**config.mk**
```make
export PLATFORM = sky130hd
export DESIGN_NAME = pipe_hazard_ctrl
export DESIGN_NICKNAME = d
export VERILOG_FILES = /design/src/rtl/pipe_hazard_ctrl.sv
export SDC_FILE = /design/constraint.sdc
export NUM_CORES = 1
export LEC_CHECK = 0
export BUFFER_PORTS_ARGS = -buffer_cell sky130_fd_sc_hd__buf_2
export CAP_MARGIN = 10
export CORE_MARGIN = 2
export CORE_UTILIZATION = 30
export CTS_BUF_LIST = sky130_fd_sc_hd__clkbuf_8
export DETAILED_ROUTE_END_ITERATION = 8
export PLACE_DENSITY = 0.95
export SYNTH_ARGS = -nofsm -noshare
export SYNTH_HDL_FRONTEND = slang
export SYNTH_SLANG_ARGS = --single-unit
```
**constraint.sdc**
```tcl
create_clock -name clock -period 3.5 [get_ports clock]
set_input_delay 0.7 -clock clock [delete_from_list [all_inputs] [get_ports clock]]
set_output_delay 0.7 -clock clock [all_outputs]
set_load 0.03 [all_outputs]
```
**src/rtl/pipe_hazard_ctrl.sv**
```systemverilog
// Hazard/stall controller for the FD/DX/XM latches and PC: load-use bubbles, branch squash, mul/div freeze.
// Outputs are combinational from state and inputs; optional stall counter built under PIPE_HAZARD_CTRL_PERF_EN.
module pipe_hazard_ctrl #(
  parameter logic [31:0] NOP_INSN = 32'h0000_0000
) (
  input  logic        clock,
  input  logic        reset,
  input  logic [31:0] fd_insn,
  input  logic [31:0] dx_insn,
  input  logic        branch_taken,
  input  logic        md_ready,
  output logic        pc_en,
  output logic        fd_en,
  output logic        dx_en,
  output logic        xm_en,
  output logic        fd_flush,
  output logic        dx_flush,
  output logic        md_start,
  output logic [31:0] stall_cycles
);

  typedef enum logic {RUN, MD_WAIT} state_t;

  localparam logic [4:0] OP_ALU = 5'b00000;
  localparam logic [4:0] OP_LW  = 5'b01000;
  localparam logic [4:0] OP_SW  = 5'b00111;
  localparam logic [4:0] ALU_MUL = 5'b00110;
  localparam logic [4:0] ALU_DIV = 5'b00111;

  state_t state, state_nxt;
  logic   md_done, md_done_nxt;

  logic [4:0] fd_op, fd_rd, fd_rs, fd_rt;
  logic [4:0] dx_op, dx_rd, dx_alu;
  logic       dx_is_md, load_use;
  logic       unused_fd;

  assign fd_op  = fd_insn[31:27];
  assign fd_rd  = fd_insn[26:22];
  assign fd_rs  = fd_insn[21:17];
  assign fd_rt  = fd_insn[16:12];
  assign dx_op  = dx_insn[31:27];
  assign dx_rd  = dx_insn[26:22];
  assign dx_alu = dx_insn[6:2];
  assign unused_fd = ^fd_insn[11:0];

  // A bubble loaded as NOP_INSN never counts as a multdiv op.
  assign dx_is_md = (dx_op == OP_ALU) && ((dx_alu == ALU_MUL) || (dx_alu == ALU_DIV)) &&
                    (dx_insn != NOP_INSN);

  assign load_use = (dx_op == OP_LW) && (dx_rd != 5'd0) &&
                    ((fd_rs == dx_rd) ||
                     ((fd_op == OP_ALU) && (fd_rt == dx_rd)) ||
                     ((fd_op == OP_SW) && (fd_rd == dx_rd)));

  always_ff @(posedge clock or negedge reset) begin
    if (!reset) begin
      state   <= RUN;
      md_done <= 1'b0;
    end else begin
      state   <= state_nxt;
      md_done <= md_done_nxt;
    end
  end

  always_comb begin
    state_nxt   = state;
    md_done_nxt = md_done;
    pc_en       = 1'b0;
    fd_en       = 1'b0;
    dx_en       = 1'b0;
    xm_en       = 1'b0;
    fd_flush    = 1'b0;
    dx_flush    = 1'b0;
    md_start    = 1'b0;
    if (reset) begin
      case (state)
        RUN: begin
          if (dx_is_md && !md_done) begin
            md_start  = 1'b1;
            state_nxt = MD_WAIT;
          end else begin
            {pc_en, fd_en, dx_en, xm_en} = 4'b1111;
            md_done_nxt = 1'b0;
            if (branch_taken) begin
              fd_flush = 1'b1;
              dx_flush = 1'b1;
            end else if (load_use) begin
              pc_en    = 1'b0;
              fd_en    = 1'b0;
              dx_flush = 1'b1;
            end
          end
        end
        MD_WAIT: begin
          if (md_ready) begin
            {pc_en, fd_en, dx_en, xm_en} = 4'b1111;
            state_nxt   = RUN;
            md_done_nxt = 1'b1;
            if (load_use) begin
              pc_en    = 1'b0;
              fd_en    = 1'b0;
              dx_flush = 1'b1;
            end
          end
        end
        default: state_nxt = RUN;
      endcase
    end
  end

`ifdef PIPE_HAZARD_CTRL_PERF_EN
  logic [31:0] stall_cnt;

  always_ff @(posedge clock or negedge reset) begin
    if (!reset) begin
      stall_cnt <= 32'h0;
    end else if (!pc_en) begin
      stall_cnt <= stall_cnt + 32'd1;
    end
  end

  assign stall_cycles = stall_cnt;
`else
  assign stall_cycles = 32'h0;
`endif

endmodule

```
* Word level (Yosys, flattened, before mapping)
Cells that the tools add are included.
** Cells by class
- Equality and inequality tests :: 9
- Multiplexer cells :: 28
- Bitwise gates (word level) :: 1
- Reductions and logical operators :: 16
** Operators by type and width (number)
- $reduce_bool A32 Y1 :: 1
- $mux W1 :: 23
- $eq A5 B3 Y1 const B :: 3
- $eq A5 B5 Y1 :: 3
- $logic_not A5 Y1 :: 2
- $pmux W1 S2 :: 5
- $logic_and A1 B1 Y1 :: 7
- $eq A5 B4 Y1 const B :: 1
- $reduce_bool A5 Y1 :: 1
- $ne A2 B2 Y1 const B :: 2
- $logic_or A1 B1 Y1 :: 3
- $reduce_and A3 Y1 :: 1
- $logic_not A1 Y1 :: 1
- $not A1 Y1 :: 1
** Storage, ports and cells
- Register bits :: 2
- Bits of input ports :: 68
- Output and inout bits :: 39
- Logic and storage cells :: 56

* Longest topological paths before layout
- Depth in word-level cells :: 10
- Gate-level depth with buffers :: 6
- Gate-level depth less buffers :: 5

* Worst setup path after synthesis
Ideal clock, no wire load.
- Path kind :: input to output
- Start :: input port dx_insn[22]
- End :: output port pc_en
- Arrival time :: 2178 ps
- Required time :: 2800 ps
- Setup slack :: 622 ps
- Stages :: 5
- Cells stage by stage :: or3_1 -> o311a_1 -> o311a_1 -> nor2_1 -> buf_4
** On the way
- Longest elaborated chain between the ends :: 10
- Elaborated cells between the ends (all ways) :: 19
- Those cells by class :: eq/ne (3); mux (6); reduce/logical (10)
** RTL lines
- start, declared :: RTL line 9 : input logic [31:0] dx_insn,
- $eq A5 B5 Y1 :: RTL line 53 : ((fd_op == OP_ALU) && (fd_rt == dx_rd)) ||
- $logic_and A1 B1 Y1 :: RTL line 53
- $logic_or A1 B1 Y1 :: RTL line 52 : ((fd_rs == dx_rd) ||
- $logic_or A1 B1 Y1 :: RTL line 53
- $logic_and A1 B1 Y1 :: RTL line 51 : assign load_use = (dx_op == OP_LW) && (dx_rd != 5'd0) &&
- $mux W1 (3 in a row)
- $pmux W1 S2 (*)
- $mux W1 (*)
- end, declared :: RTL line 12 : output logic pc_en,
Mark *: on every way between the ends. The rest lies on a longest branch, timed or not.

* Worst setup path after layout
- Start :: input port dx_insn[22]
- End :: output port pc_en
** On the way
- Longest elaborated chain between the ends :: 10
- Elaborated cells between the ends (all ways) :: 19
- Those cells by class :: eq/ne (3); mux (6); reduce/logical (10)
** RTL lines
- $eq A5 B5 Y1 :: RTL line 53
- $logic_and A1 B1 Y1 :: RTL line 53
- $logic_or A1 B1 Y1 :: RTL line 52
- $logic_or A1 B1 Y1 :: RTL line 53
- $logic_and A1 B1 Y1 :: RTL line 51
- $mux W1 :: RTL line 88, 100
- $mux W1 :: RTL line 85 : if (branch_taken) begin
- $mux W1 :: RTL line 79 : if (dx_is_md && !md_done) begin
- $pmux W1 S2 (*) :: RTL line 77 : case (state)
- $mux W1 (*) :: RTL line 76 : if (reset) begin
Marked as above.

==> impl_metrics.yaml <==
synth:
  synthCells: 81
  yosysSeqAreaShare: 0.0808
  avgSynthCellArea_um2: 7.65
  syn-cell-area_um2: 619
  synth_cell_types: 24
  ys_ff_latch: 2
  synth_warnings: 0
global_route:
  grt_pass1_wl_um: 2080
  grt_use_total: 0.108
  grt_overflow: 0
  grt_pass1_vias: 496
  grt_max_degree: 8
  antenna_found_initial: 0
floorplan:
  fp.dieH_um: 49.4
  initial_utilization: 0.316
  core_area_um2: 1960
  fp-row-count: 16
  die_w_um: 49.4
  die-area_um2: 2440
  num_io_pins: 107
routing:
  first_pass_iters: 4
  via_per_inst: 3.99
  drtAntennaViolNets: 0
  wl_per_cell_um: 9.22
  dr_total_vias: 606
  drt-initial-drc-count: 7
  routed_wl_um: 1400
  drcViolationCount: 0
pwr:
  p_sw_frac: 0.432
  p_per_area_nw_per_um2: 297
  p_leak_nw: 0.446
  power_mw: 0.231
  p_int_mw: 0.131
  ir_drop_uv: 191
  p_sw_mw: 0.0997
  p_seq_frac: 0.126
  p_clk_frac: 0.381
  combinationalPowerShare: 0.493
placed_design:
  portBuffers: 44
  dp_hpwl_um: 1250
  place_inst: 149
  gp_congestion: 0.719
timing:
  timing.hold.ws_ns: 0.300
  skew_ns: 0.00335
  period_share: 0.769
  period_needed_ns: 2.69
  max_freq_mhz: 372
  setup-tns-final_ns: 0
  hold_viol_final: 0
  slew_viol_final: 0
  rsz0062_at_grt: "false"
  setup_viol: 0
clock_tree:
  clkSinkCount: 2
  cts_tree: "yes"
  cts_root_buf: "clkbuf_8"
  cts_setup_buffers: 0
  cts_hold_buf: 0
  cts_resized: 0
  clk_path_buf_depth: 2
  clk_latency_ns: 0.21
  numCtsBuffers: 3
  cts-htree-levels: 1
  clkTransAtPathRegs_ns: 0.03
finish:
  post-route-util: 0.395
  drive_above_1_share: 0.400
  fin_nets: 195
  area_growth_pct: 25.3
  antennaDiodeCount: 0
  stdcell_count: 152
setup_path:
  end_kind: "output port"
  crit_arrival_ns: 1.99
  crit_fanout: 4
  worstSetupPathType: "input pin to output port"
  cp.required_ns: 2.80
  worstSetupStartpointType: "input pin"
status:
  outcome: "complete, no violations"
run:
  maxCapViolCount: 0
worst_hold_path:
  hold_class: "input pin to asynchronous set/reset pin"
## registers in the layout, summed over array words and instances, names as in the netlist
name     cells
md_done      1
state        1
## kinds of logic after synthesis
group,Yosys count,share of synthesized area
xor gates and xnor gates,15,0.212
buffers and inverters,36,0.424
other,1,0.00605
and+or+nand+nor,19,0.182
AOI/OAI and AO/OA,8,0.0949
DFF,2,0.0808
## per-layer routing
layer,track usage,routed length (um),vias to the layer above,part of all wire
met3,0.0245,178,2,0.13
met2,0.200,701,43,0.50
met5,0,0,-,0
met1,0.122,517,265,0.37
li1,-,-,296,-
met4,0.0278,5,0,0.0036
## cells in the mapped netlist
library cell | instances | area share
buf_4 | 34 | 0.41
nor2_1 | 5 | 0.030
nor3b_1 | 1 | 0.012
a21oi_1 | 3 | 0.024
o311a_1 | 2 | 0.032
inv_2 | 1 | 0.0061
nand2_1 | 1 | 0.0061
nand3_1 | 1 | 0.0081
and3_1 | 1 | 0.010
xor2_1 | 8 | 0.11
xnor2_1 | 7 | 0.099
nand4_1 | 2 | 0.020
nor4_2 | 1 | 0.020
o21ai_0 | 1 | 0.0081
nor3_1 | 2 | 0.016
inv_1 | 1 | 0.0061
conb_1 | 1 | 0.0061
o31ai_1 | 1 | 0.012
nor4b_1 | 1 | 0.014
or3_1 | 1 | 0.010
nand4b_1 | 1 | 0.014
nor4_1 | 2 | 0.020
dfrtp_1 | 2 | 0.081
o21bai_2 | 1 | 0.018
## stage by stage
step | setup WS (ns) | instance area (um2)
floorplan | 0.622 | 736
global placement | 0.802 | 734
detailed placement | 0.787 | 734
CTS | 0.785 | 776
global route | 0.691 | 776
finish | 0.809 | 776
## cell type report
class	count	area, um2
clock buffer	3	41.3
fill	227	1190
inverter	2	7.51
multi-input combinational	74	423
sequential	2	50.0
tap	27	33.8
timing repair buffer	44	220
## cell usage in the layout (no fill, tap or decap)
master / netlist / final
nand4_1: 2 / 2
nand4b_1: 1 / 1
nor2_1: 5 / 5
xnor2_1: 7 / 7
dfrtp_1: 2 / 2
o21bai_2: 1 / 1
nor4_1: 2 / 2
or3_1: 1 / 1
inv_1: 1 / 1
conb_1: 1 / 32
nand2_1: 1 / 1
nor4_2: 1 / 1
clkbuf_8: 0 / 3
nor4b_1: 1 / 1
o21ai_0: 1 / 1
nand3_1: 1 / 1
buf_2: 0 / 44
nor3_1: 2 / 2
and3_1: 1 / 1
a21oi_1: 3 / 3
o31ai_1: 1 / 1
o311a_1: 2 / 2
nor3b_1: 1 / 1
inv_2: 1 / 1
xor2_1: 8 / 8
## final timing paths
kind / from / to / slack, ns / cells after the start
worst max register to register: md_done / state / 2.21 / 5
worst min-delay path: reset / state / 0.30 / 1
worst min register to register: state / state / 0.58 / 2
max in group asynchronous: reset / md_done / 3.07 / 1
min in group clock: state / state / 0.58 / 2
worst max-delay path: dx_insn[22] / pc_en / 0.81 / 6
## critical path: stages
cell and delay [ns]:
buf_2 0.13, or3_1 0.37, o311a_1 0.31, o311a_1 0.13, nor2_1 0.13, buf_2 0.22
## power groups by stage
stage | registers [mW] | clock network (mW) | logic [mW]
global placement | 0.0288 | 0 | 0.112
global route | 0.0294 | 0.0947 | 0.122
detailed placement | 0.0293 | 0 | 0.114
floorplan | 0.0281 | 0 | 0.110
finish | 0.0291 | 0.0880 | 0.114
CTS | 0.0291 | 0.0894 | 0.114
(Power assumes the default switching activity.)
